`src/rtl/kbd_event_writer_pkg.sv`:
```
// Shared types and constants for the keyboard event writer.
//   kbd_evt_t      : one key event {row, col, pressed}, 8 bits
//   kbd_state_e    : writer FSM states (the CLR_* states exist only when
//                    KBD_EVT_RELEASE_ALL_EN is defined)
//   wb_kbd_addr()  : Wishbone byte address of a keyboard matrix row register
package kbd_event_writer_pkg;

  localparam int KBD_ROW_COUNT      = 8;
  localparam int KBD_EVT_FIFO_DEPTH = 4;
  localparam int WB_ADDR_WIDTH      = 8;
  localparam int DATA_WIDTH         = 8;

  localparam logic [WB_ADDR_WIDTH-1:0] KBD_ROW_BASE = 8'h40;

  typedef struct packed {
    logic [3:0] row;
    logic [2:0] col;
    logic       pressed;
  } kbd_evt_t;

  typedef enum logic [2:0] {
    ST_IDLE,
    ST_RD_REQ,
    ST_RD_WAIT,
    ST_WR_REQ,
    ST_WR_WAIT
`ifdef KBD_EVT_RELEASE_ALL_EN
    ,
    ST_CLR_REQ,
    ST_CLR_WAIT
`endif
  } kbd_state_e;

  // Row registers are word-spaced above the matrix base address.
  function automatic logic [WB_ADDR_WIDTH-1:0] wb_kbd_addr(input logic [3:0] row);
    return KBD_ROW_BASE + {{(WB_ADDR_WIDTH-6){1'b0}}, row, 2'b00};
  endfunction

endpackage

```
`src/rtl/kbd_event_writer_fifo.sv`:
```
// Synchronous FIFO of kbd_evt_t events.
//   push_i/data_i  : write side; a push while full is taken only with a pop
//   pop_i/head_o   : head is combinational from storage, valid when !empty_o
//   flush_i        : discards stored entries; a same-cycle push survives
// DEPTH must be a power of two >= 2 so the pointers wrap naturally.
module kbd_evt_fifo
  import kbd_event_writer_pkg::*;
#(
  parameter int DEPTH = KBD_EVT_FIFO_DEPTH
) (
  input  logic     wb_clock_i,
  input  logic     wb_reset_ni,
  input  logic     push_i,
  input  kbd_evt_t data_i,
  input  logic     pop_i,
  input  logic     flush_i,
  output kbd_evt_t head_o,
  output logic     full_o,
  output logic     empty_o
);

  localparam int PW = $clog2(DEPTH);
  localparam int CW = $clog2(DEPTH + 1);

  kbd_evt_t        mem_q [DEPTH];
  kbd_evt_t        mem_d [DEPTH];
  logic [PW-1:0]   wr_ptr_q, wr_ptr_d, rd_ptr_q, rd_ptr_d;
  logic [CW-1:0]   count_q, count_d;
  logic            do_push, do_pop;

  assign full_o  = (count_q == CW'(DEPTH));
  assign empty_o = (count_q == '0);
  assign head_o  = mem_q[rd_ptr_q];

  always_comb begin
    mem_d    = mem_q;
    wr_ptr_d = wr_ptr_q;
    rd_ptr_d = rd_ptr_q;
    count_d  = count_q;
    do_push  = push_i && (!full_o || pop_i || flush_i);
    do_pop   = pop_i && !empty_o;
    if (do_push) begin
      mem_d[wr_ptr_q] = data_i;
      wr_ptr_d        = wr_ptr_q + PW'(1);
    end
    if (flush_i) begin
      rd_ptr_d = wr_ptr_q;
      count_d  = do_push ? CW'(1) : '0;
    end else begin
      if (do_pop) rd_ptr_d = rd_ptr_q + PW'(1);
      if (do_push && !do_pop)      count_d = count_q + CW'(1);
      else if (!do_push && do_pop) count_d = count_q - CW'(1);
    end
  end

  always_ff @(posedge wb_clock_i or negedge wb_reset_ni) begin
    if (!wb_reset_ni) begin
      mem_q    <= '{default: '0};
      wr_ptr_q <= '0;
      rd_ptr_q <= '0;
      count_q  <= '0;
    end else begin
      mem_q    <= mem_d;
      wr_ptr_q <= wr_ptr_d;
      rd_ptr_q <= rd_ptr_d;
      count_q  <= count_d;
    end
  end

endmodule

```
`src/rtl/kbd_event_writer.sv`:
```
// Keyboard event writer: buffers make/break events and applies each one to
// the keyboard matrix as an atomic Wishbone (pipelined) read-modify-write of
// the addressed row register. Keys are active-low.
//   evt_*         : event input, valid/ready handshake
//   wb_*          : Wishbone master towards the keyboard matrix
//   drop_o        : sticky, an event with row >= ROW_COUNT was discarded
//   busy_o        : FSM active or events still queued
// Optional: KBD_EVT_RELEASE_ALL_EN adds release_all_i, which (latched, taken
// at the next IDLE) flushes the FIFO and writes 8'hFF to every valid row.
//
// state    | meaning
// IDLE     | pop next event, discard out-of-range rows
// RD_REQ   | read strobe for the row register
// RD_WAIT  | wait read ack, compute new row value
// WR_REQ   | write strobe with modified value
// WR_WAIT  | wait write ack, end cycle
// CLR_REQ  | release-all write strobe (8'hFF) for row_q
// CLR_WAIT | wait ack, advance to next row
module kbd_event_writer
  import kbd_event_writer_pkg::*;
#(
  parameter int FIFO_DEPTH = KBD_EVT_FIFO_DEPTH,
  parameter int ROW_COUNT  = KBD_ROW_COUNT
) (
  input  logic                     wb_clock_i,
  input  logic                     wb_reset_ni,
  input  logic                     evt_valid_i,
  output logic                     evt_ready_o,
  input  logic [3:0]               evt_row_i,
  input  logic [2:0]               evt_col_i,
  input  logic                     evt_pressed_i,
`ifdef KBD_EVT_RELEASE_ALL_EN
  input  logic                     release_all_i,
`endif
  output logic [WB_ADDR_WIDTH-1:0] wb_addr_o,
  output logic [DATA_WIDTH-1:0]    wb_data_o,
  input  logic [DATA_WIDTH-1:0]    wb_data_i,
  output logic                     wb_we_o,
  output logic                     wb_cycle_o,
  output logic                     wb_strobe_o,
  input  logic                     wb_stall_i,
  input  logic                     wb_ack_i,
  output logic                     drop_o,
  output logic                     busy_o
);

  kbd_state_e              state_q, state_d;
  logic [3:0]              row_q, row_d;
  logic [2:0]              col_q, col_d;
  logic                    pressed_q, pressed_d;
  logic [DATA_WIDTH-1:0]   data_q, data_d;
  logic                    drop_q, drop_d;
  logic                    fifo_pop, fifo_flush, fifo_full, fifo_empty;
  kbd_evt_t                fifo_head, evt_in;
  logic [DATA_WIDTH-1:0]   col_mask, rmw_data;
  logic                    cyc, stb, we;
`ifdef KBD_EVT_RELEASE_ALL_EN
  logic                    clr_pend_q, clr_pend_d;
`endif

  assign evt_in = '{row: evt_row_i, col: evt_col_i, pressed: evt_pressed_i};

  kbd_evt_fifo #(.DEPTH(FIFO_DEPTH)) u_fifo (
    .wb_clock_i  (wb_clock_i),
    .wb_reset_ni (wb_reset_ni),
    .push_i      (evt_valid_i && evt_ready_o),
    .data_i      (evt_in),
    .pop_i       (fifo_pop),
    .flush_i     (fifo_flush),
    .head_o      (fifo_head),
    .full_o      (fifo_full),
    .empty_o     (fifo_empty)
  );

  // Active-low keys: a make clears the column bit, a break sets it.
  assign col_mask = DATA_WIDTH'(1) << col_q;
  assign rmw_data = pressed_q ? (wb_data_i & ~col_mask) : (wb_data_i | col_mask);

  always_comb begin
    state_d    = state_q;
    row_d      = row_q;
    col_d      = col_q;
    pressed_d  = pressed_q;
    data_d     = data_q;
    drop_d     = drop_q;
    fifo_pop   = 1'b0;
    fifo_flush = 1'b0;
    cyc        = 1'b0;
    stb        = 1'b0;
    we         = 1'b0;
`ifdef KBD_EVT_RELEASE_ALL_EN
    clr_pend_d = clr_pend_q | release_all_i;
`endif
    case (state_q)
      ST_IDLE: begin
`ifdef KBD_EVT_RELEASE_ALL_EN
        if (clr_pend_q) begin
          fifo_flush = 1'b1;
          clr_pend_d = release_all_i;
          row_d      = '0;
          data_d     = '1;
          state_d    = ST_CLR_REQ;
        end else
`endif
        if (!fifo_empty) begin
          fifo_pop = 1'b1;
          if (int'(fifo_head.row) >= ROW_COUNT) begin
            drop_d = 1'b1;
          end else begin
            row_d     = fifo_head.row;
            col_d     = fifo_head.col;
            pressed_d = fifo_head.pressed;
            state_d   = ST_RD_REQ;
          end
        end
      end
      ST_RD_REQ: begin
        cyc = 1'b1;
        stb = 1'b1;
        if (!wb_stall_i) state_d = ST_RD_WAIT;
      end
      ST_RD_WAIT: begin
        cyc = 1'b1;
        if (wb_ack_i) begin
          // Unchanged row value: skip the write entirely.
          if (rmw_data == wb_data_i) begin
            state_d = ST_IDLE;
          end else begin
            data_d  = rmw_data;
            state_d = ST_WR_REQ;
          end
        end
      end
      ST_WR_REQ: begin
        cyc = 1'b1;
        stb = 1'b1;
        we  = 1'b1;
        if (!wb_stall_i) state_d = ST_WR_WAIT;
      end
      ST_WR_WAIT: begin
        cyc = 1'b1;
        we  = 1'b1;
        if (wb_ack_i) state_d = ST_IDLE;
      end
`ifdef KBD_EVT_RELEASE_ALL_EN
      ST_CLR_REQ: begin
        cyc = 1'b1;
        stb = 1'b1;
        we  = 1'b1;
        if (!wb_stall_i) state_d = ST_CLR_WAIT;
      end
      ST_CLR_WAIT: begin
        cyc = 1'b1;
        we  = 1'b1;
        if (wb_ack_i) begin
          if (int'(row_q) >= ROW_COUNT - 1) begin
            state_d = ST_IDLE;
          end else begin
            row_d   = row_q + 4'd1;
            state_d = ST_CLR_REQ;
          end
        end
      end
`endif
      default: state_d = ST_IDLE;
    endcase
  end

  always_ff @(posedge wb_clock_i or negedge wb_reset_ni) begin
    if (!wb_reset_ni) begin
      state_q    <= ST_IDLE;
      row_q      <= '0;
      col_q      <= '0;
      pressed_q  <= 1'b0;
      data_q     <= '0;
      drop_q     <= 1'b0;
`ifdef KBD_EVT_RELEASE_ALL_EN
      clr_pend_q <= 1'b0;
`endif
    end else begin
      state_q    <= state_d;
      row_q      <= row_d;
      col_q      <= col_d;
      pressed_q  <= pressed_d;
      data_q     <= data_d;
      drop_q     <= drop_d;
`ifdef KBD_EVT_RELEASE_ALL_EN
      clr_pend_q <= clr_pend_d;
`endif
    end
  end

  // Address/data are forced to zero outside a cycle so the bus is quiet in IDLE.
  assign wb_cycle_o  = cyc;
  assign wb_strobe_o = stb;
  assign wb_we_o     = we;
  assign wb_addr_o   = cyc ? wb_kbd_addr(row_q) : '0;
  assign wb_data_o   = (cyc && we) ? data_q : '0;
  assign evt_ready_o = !fifo_full;
  assign drop_o      = drop_q;
`ifdef KBD_EVT_RELEASE_ALL_EN
  assign busy_o      = (state_q != ST_IDLE) || !fifo_empty || clr_pend_q;
`else
  assign busy_o      = (state_q != ST_IDLE) || !fifo_empty;
`endif

endmodule

```
`config.mk`:
```
export PLATFORM = sky130hd
export DESIGN_NAME = kbd_event_writer
export DESIGN_NICKNAME = d
export VERILOG_FILES = /design/src/rtl/kbd_event_writer_pkg.sv /design/src/rtl/kbd_event_writer_fifo.sv /design/src/rtl/kbd_event_writer.sv
export SDC_FILE = /design/constraint.sdc
export NUM_CORES = 1
export LEC_CHECK = 0
export CELL_PAD_IN_SITES_DETAIL_PLACEMENT = 0
export CELL_PAD_IN_SITES_GLOBAL_PLACEMENT = 1
export CORE_ASPECT_RATIO = 2
export CORE_MARGIN = 5
export CORE_UTILIZATION = 25
export DETAILED_ROUTE_END_ITERATION = 10
export PLACE_DENSITY_LB_ADDON = 0.2
export SLEW_MARGIN = 20
export SYNTH_ARGS = -nofsm -noshare
export SYNTH_HDL_FRONTEND = slang
export SYNTH_SLANG_ARGS = --single-unit
export TNS_END_PERCENT = 5
```
`constraint.sdc`:
```
create_clock -name wb_clock_i -period 2.9 [get_ports wb_clock_i]
set_input_delay 0.58 -clock wb_clock_i [delete_from_list [all_inputs] [get_ports wb_clock_i]]
set_output_delay 0.58 -clock wb_clock_i [all_outputs]
set_load 0.01 [all_outputs]
```
Yosys cells after proc, flatten, opt, wreduce, memory -nomap -nowiden
Cells that the tools add are included.
- flip-flop bits (word level): 59
- output and inout port bits: 22
- reduce and logical (&&, ||, !) cells: 24
- bitwise gates (word level): 8
- $lt $le $gt $ge: 4
- multiplexer cells: 24
- shift-type cells: 1
- equal/unequal tests: 12
- add/sub/neg operators: 5
- operators with widths (cell ; number):
    two-way mux 8 bit ; 6
    bitwise mux 32 bit ; 1
    two-way mux 3 bit ; 8
    binary-select mux 8 bit (select 2 bit) ; 1
    demux 8 bit (select 2 bit) ; 1
    one-hot mux 3 bit (5 select lines) ; 1
    inequality test 2 bit, second input constant ; 6
    AND reduction 3 bit ; 3
    adder 7 x 6 -> 8 bit, first input constant ; 1
    bitwise AND 8 bit ; 1
    == test 8 bit ; 1
    NOT 8 bit ; 1
    bitwise OR 8 bit ; 1
    left shift 1 x 3 -> 8 bit, first input constant ; 1
    logical AND 1 bit ; 7
    == test 3 x 2 -> 1 bit, second input constant ; 2
    == test 3 bit, second input constant ; 2
    >= comparator 3 bit, second input constant ; 2
    zero test 3 bit ; 2
    NOT 2 -> 3 bit ; 2
    AND reduction 6 bit ; 1
    two-way mux 1 bit ; 5
    adder 2 x 1 -> 2 bit, second input constant ; 2
    >= comparator 4 bit, second input constant ; 1
    12 further kinds ; 19

Logic depth before layout (Yosys ltp)
- depth after elaboration: 9
- gate-level depth with buffers: 10
- mapped depth without buffers: 9

Modules after synthesis
From an unflattened synthesis, not the netlist that was laid out.
- cells, all modules: 285
- area, all modules: 3534.6 um2
- modules (own cells, without submodules) (module ; times used ; area each (um2) ; cells an instance):
    kbd_evt_fifo ; 1 ; 2142.1 ; 150
    kbd_event_writer ; 1 ; 1392.6 ; 135

Worst setup path after synthesis
OpenSTA, ideal clock, no wires.
- path type: reg2reg
- start: register col_q[2]
- end: register data_q[0]
- setup time: 125 ps
- stages on the path, launching flop included: 7
- required time: 2775 ps
- arrival: 1930 ps
- slack: 845 ps
- clock period less this slack: 2055 ps
- cell sequence: dfrtp_1 > buf_2 > or3_1 > o221ai_1 > nor4_2 > nor3b_4 > mux2_2
- longest elaborated chain between the ends: 7
- ends and longest elaborated chain (what ; line ; text):
    start: declaration ; kbd_event_writer.sv:49 ; logic [2:0] col_q, col_d;
    start signal: assignment ; kbd_event_writer.sv:183 ; col_q <= col_d;
    left shift 1 x 3 -> 8 bit * ; kbd_event_writer.sv:76 ; assign col_mask = DATA_WIDTH'(1) << col_q;
    NOT 8 bit ; kbd_event_writer.sv:77 ; assign rmw_data = pressed_q ? (wb_data_i & ~col_mask) : (wb_data_i | col_mask);
    bitwise AND 8 bit ; kbd_event_writer.sv:77 ;
    two-way mux 8 bit * ; kbd_event_writer.sv:77 ;
    == test 8 bit ; kbd_event_writer.sv:126 ; if (rmw_data == wb_data_i) begin
    NOT 1 bit (no line) ; n/a ;
    AND reduction 3 bit (no line) ; n/a ;
    end signal: assignment ; kbd_event_writer.sv:185 ; data_q <= data_d;
    end: declaration ; kbd_event_writer.sv:51 ; logic [DATA_WIDTH-1:0] data_q, data_d;
Every way passes the cells marked *; elsewhere a longest branch is shown, timed or not.
A chain may end at the register's enable or synchronous reset.

Worst setup path in the final report
- start: register state_q[2]
- end: output wb_data_o[7]
- longest elaborated chain between the ends: 5
- ends and longest elaborated chain (what ; line ; text):
    start: declaration ; kbd_event_writer.sv:47 ; kbd_state_e state_q, state_d;
    start signal: assignment ; kbd_event_writer.sv:181 ; state_q <= state_d;
    == test 3 bit (tied with other cells) ; kbd_event_writer.sv:94 ; case (state_q)
    OR reduction 4 bit (no line) or OR reduction 2 bit (tied branches) ; n/a ;
    two-way mux 1 bit ; kbd_event_writer.sv:94 ;
    logical AND 1 bit * ; kbd_event_writer.sv:198 ; assign wb_data_o = (cyc && we) ? data_q : '0;
    two-way mux 8 bit * ; kbd_event_writer.sv:198 ;
    end: declaration ; kbd_event_writer.sv:36 ; output logic [DATA_WIDTH-1:0] wb_data_o,
Marks and branches as above.

==> results.toml <==
[global_route]
overflow = 0
grt_pass1_wl_mm = 11.2
antenna_found_initial = 0
grt_usage_pct = 10.4
first_global_vias = 2135
grt_start_max_net_pins = 25

[sta]
timing.fmax_ghz = 0.384
layout_setup_ws_ns = 0.299
fin_hold_ws_ns = 0.179
fin_crit_sh_pct = 89.7
finalSetupTns_ns = 0
min_period_ns = 2.60
final_max_slew_viol_count = 0
worstMarginPinSlew_ns = 0.520
timing_hold_violations_final = 0
fin_worst_skew_ns = 0.00559
max-slew-margin-rel_pct = 65.3
rsz0062_at_grt = "no"
setup_viol = 0

[floorplan]
num_rows = 56
start_util_pct = 25.5
ios = 43
fp.dieW_um = 87.5
fp.coreArea_um2 = 11800
die_area_um2 = 14500
die_h_um = 165

[worst_setup_path]
r2r_setup_slack_ns = 0.43
rr_worst_depth = 7
critPathMaxFanout = 9
cp.arrival_ns = 2.02
crit_path_start_kind = "flip-flop"
cp.required_ns = 2.32
r2r_end = "data_q[4]"
reg2reg_from = "col_q[0]"
cp-end-kind = "output pin"
worstSetupPathType = "reg -> out"

[clock_tree]
cts_root_buffer = "clkbuf_16"
cts_buffer_depth = 2
cts_sinks = 59
cts_hold_buf = 0
cts_tree = "yes"
htreeDepth = 3
cts_setup_buffers = 0
clk_pin_slew_worst_paths_ns = 0.06
clk_latency_ns = 0.33
numCtsBuffers = 9

[run]
maxCapViolCount = 0

[power_and_ir_drop]
clockPowerShare_pct = 24.9
power_density_nw_per_um2 = 1190
intPower_uw = 3120
combPwrFrac_pct = 41.5
irDropWorstVdd_v = 0.000459
switching_power_uw = 1530
sw_frac_of_total_pct = 32.9
p_leak_uw = 0.00161
p_seq_share_pct = 33.6

[synth]
synth.cell_area_um2 = 3010
synth_edf_count = 0
synth_warnings = 0
netlist_instances = 244
synth-main-ff-cell = "dfrtp_1"
yosys_register_bits = 59
ys_types = 42
synthArstFlopShare_pct = 100
avgSynthCellArea_um2 = 12.3
ys_seq_area_share_pct = 49.1

[route]
drc_errors = 0
routed_wl_mm = 6.82
drtIter0Drc = 41
wl_per_cell_um = 15.5
firstDrtPassIters = 4
vias_per_cell = 4.52
via_count = 1983
final_antenna_net_count = 0

[layout]
area_delta_synth_final_pct = 29.5
fill_cells = 1210
drive_gt1_share_pct = 29.6
final_area_um2 = 3890
antenna_cells = 0
nets = 316

[placement]
placed_area_um2 = 3560
hpwlAfterDp_mm = 5.16
gp_congestion = 0.726
preCtsSetupSlack_ns = 0.137
portBuffers = 39

[worst_hold_path]
hold_path_class = "in -> async"

[status]
status = "completed"
## routing by layer
metal  global-route usage (%)  routed length [um]  part of all wire, %
met5                        0                   0                    0
met3                     2.53                 277                  4.1
met2                     18.7                3850                   56
met4                     5.45                 157                  2.3
met1                     11.0                2540                   37
## worst max-delay path: stages, from the launching register on
cell and delay (ns):
dfrtp_1 0.48, nor2b_1 0.27, nand2_1 0.10, o21ai_2 0.14, and2_1 0.17, clkdlybuf4s50_1 0.53
## what timing repair did
| item | CTS | global route |
|---|---|---|
| setup endpoints to repair | 0 | 8 |
| gates resized for setup | 0 | 1 |
| endpoints found under the hold margin | 0 | 0 |
## cell usage in the layout (no fill, tap or decap), drive strengths merged, types with 2 or more instances in the layout
cell / n
a21o: 2
buf: 9
nor2: 6
nor2b: 5
bufinv: 2
nor3: 4
nand2b: 3
mux4: 8
xor2: 5
xnor2: 5
a21oi: 2
and2: 13
o22ai: 2
nor3b: 3
ha: 5
clkinv: 4
o31ai: 2
inv: 6
mux2: 47
nand2: 20
o221a: 2
clkbuf: 9
dfrtp: 59
conb: 3
clkdlybuf4s50: 38
or3: 2
o21ai: 13
## logic make-up (layout without fill, tap and decap cells)
logic type / count (synthesis) / after routing / synth area share, %
buffers and inverters: 21 / 69 / 3.33
AO/OA/AOI/OAI: 27 / 27 / 5.87
multiplexers: 56 / 56 / 23.9
AND/OR/NAND/NOR: 63 / 63 / 11.7
XOR/XNOR: 10 / 10 / 2.91
adder cells (fa/ha/maj): 7 / 7 / 3.08
other: 1 / 3 / 0.125
flip-flops: 59 / 59 / 49.1
## power by group through the flow
stage	combinational [uW]	sequential, uW	clock [uW]
2_1_floorplan	1500	1390	0
3_3_place_gp	1950	1570	0
3_5_place_dp	1970	1590	0
4_1_cts	1980	1570	1190
5_1_grt	2130	1630	1230
6_report	1930	1560	1160
## synth_stat cells, types with 2 or more instances
cell type   n  area, um2
dfrtp_1    59       1480
mux2_2     47        529
nand2_1    20       75.1
and2_1     13       81.3
o21ai_0    12       60.1
clkbuf_1    8       30.0
mux4_2      8        180
inv_1       6       22.5
buf_4       5       37.5
ha_1        5       62.6
nor2_1      5       18.8
nor2b_1     5       31.3
xnor2_1     5       43.8
xor2_1      5       43.8
nor3_1      4       20.0
nand2b_1    3       18.8
a21o_1      2       15.0
a21oi_1     2       10.0
buf_2       2       10.0
nor3b_1     2       15.0
o221a_2     2       22.5
o22ai_1     2       12.5
o31ai_1     2       15.0
or3_1       2       12.5
## final cells by class
| cell class | instances | area [um2] | area share (%) |
|---|---|---|---|
| Timing Repair Buffer | 47 | 445 | 11.4 |
| Multi-Input combinational cell | 166 | 1440 | 37.0 |
| Tap cell | 145 | 181 | 4.66 |
| Clock buffer | 9 | 225 | 5.78 |
| Sequential cell | 59 | 1480 | 37.9 |
| Clock inverter | 7 | 103 | 2.63 |
| Inverter | 6 | 22.5 | 0.578 |
## flip-flops by register name (all words and copies together) (netlist names)
register	count
drop_o	1
data_q	8
u_fifo.rd_ptr_q	2
pressed_q	1
row_q	4
state_q	3
u_fifo.wr_ptr_q	2
col_q	3
u_fifo.count_q	3
u_fifo.mem_q	32
## through the flow
step                      utilization (%)  instances  total power [uW]
after floorplan                         -        246              2890
after global placement               30.3        423              3520
after detailed placement             30.3        423              3560
after CTS                            33.1        439              4740
after global routing                 33.1        439              5000
final                                33.1        439              4650
## worst max path at each step
stage | from | to | slack [ns] | cells after the start
global placement | wb_data_i[4] | data_q[7] | 0.18 | 7
CTS | state_q[0] | wb_data_o[7] | 0.10 | 5
global route | state_q[0] | wb_data_o[0] | 0.12 | 5
detailed placement | wb_data_i[4] | data_q[4] | 0.14 | 7
floorplan | col_q[2] | data_q[0] | 0.85 | 6
finish | state_q[2] | wb_data_o[7] | 0.30 | 5
Power figures use the tool's default switching activity.
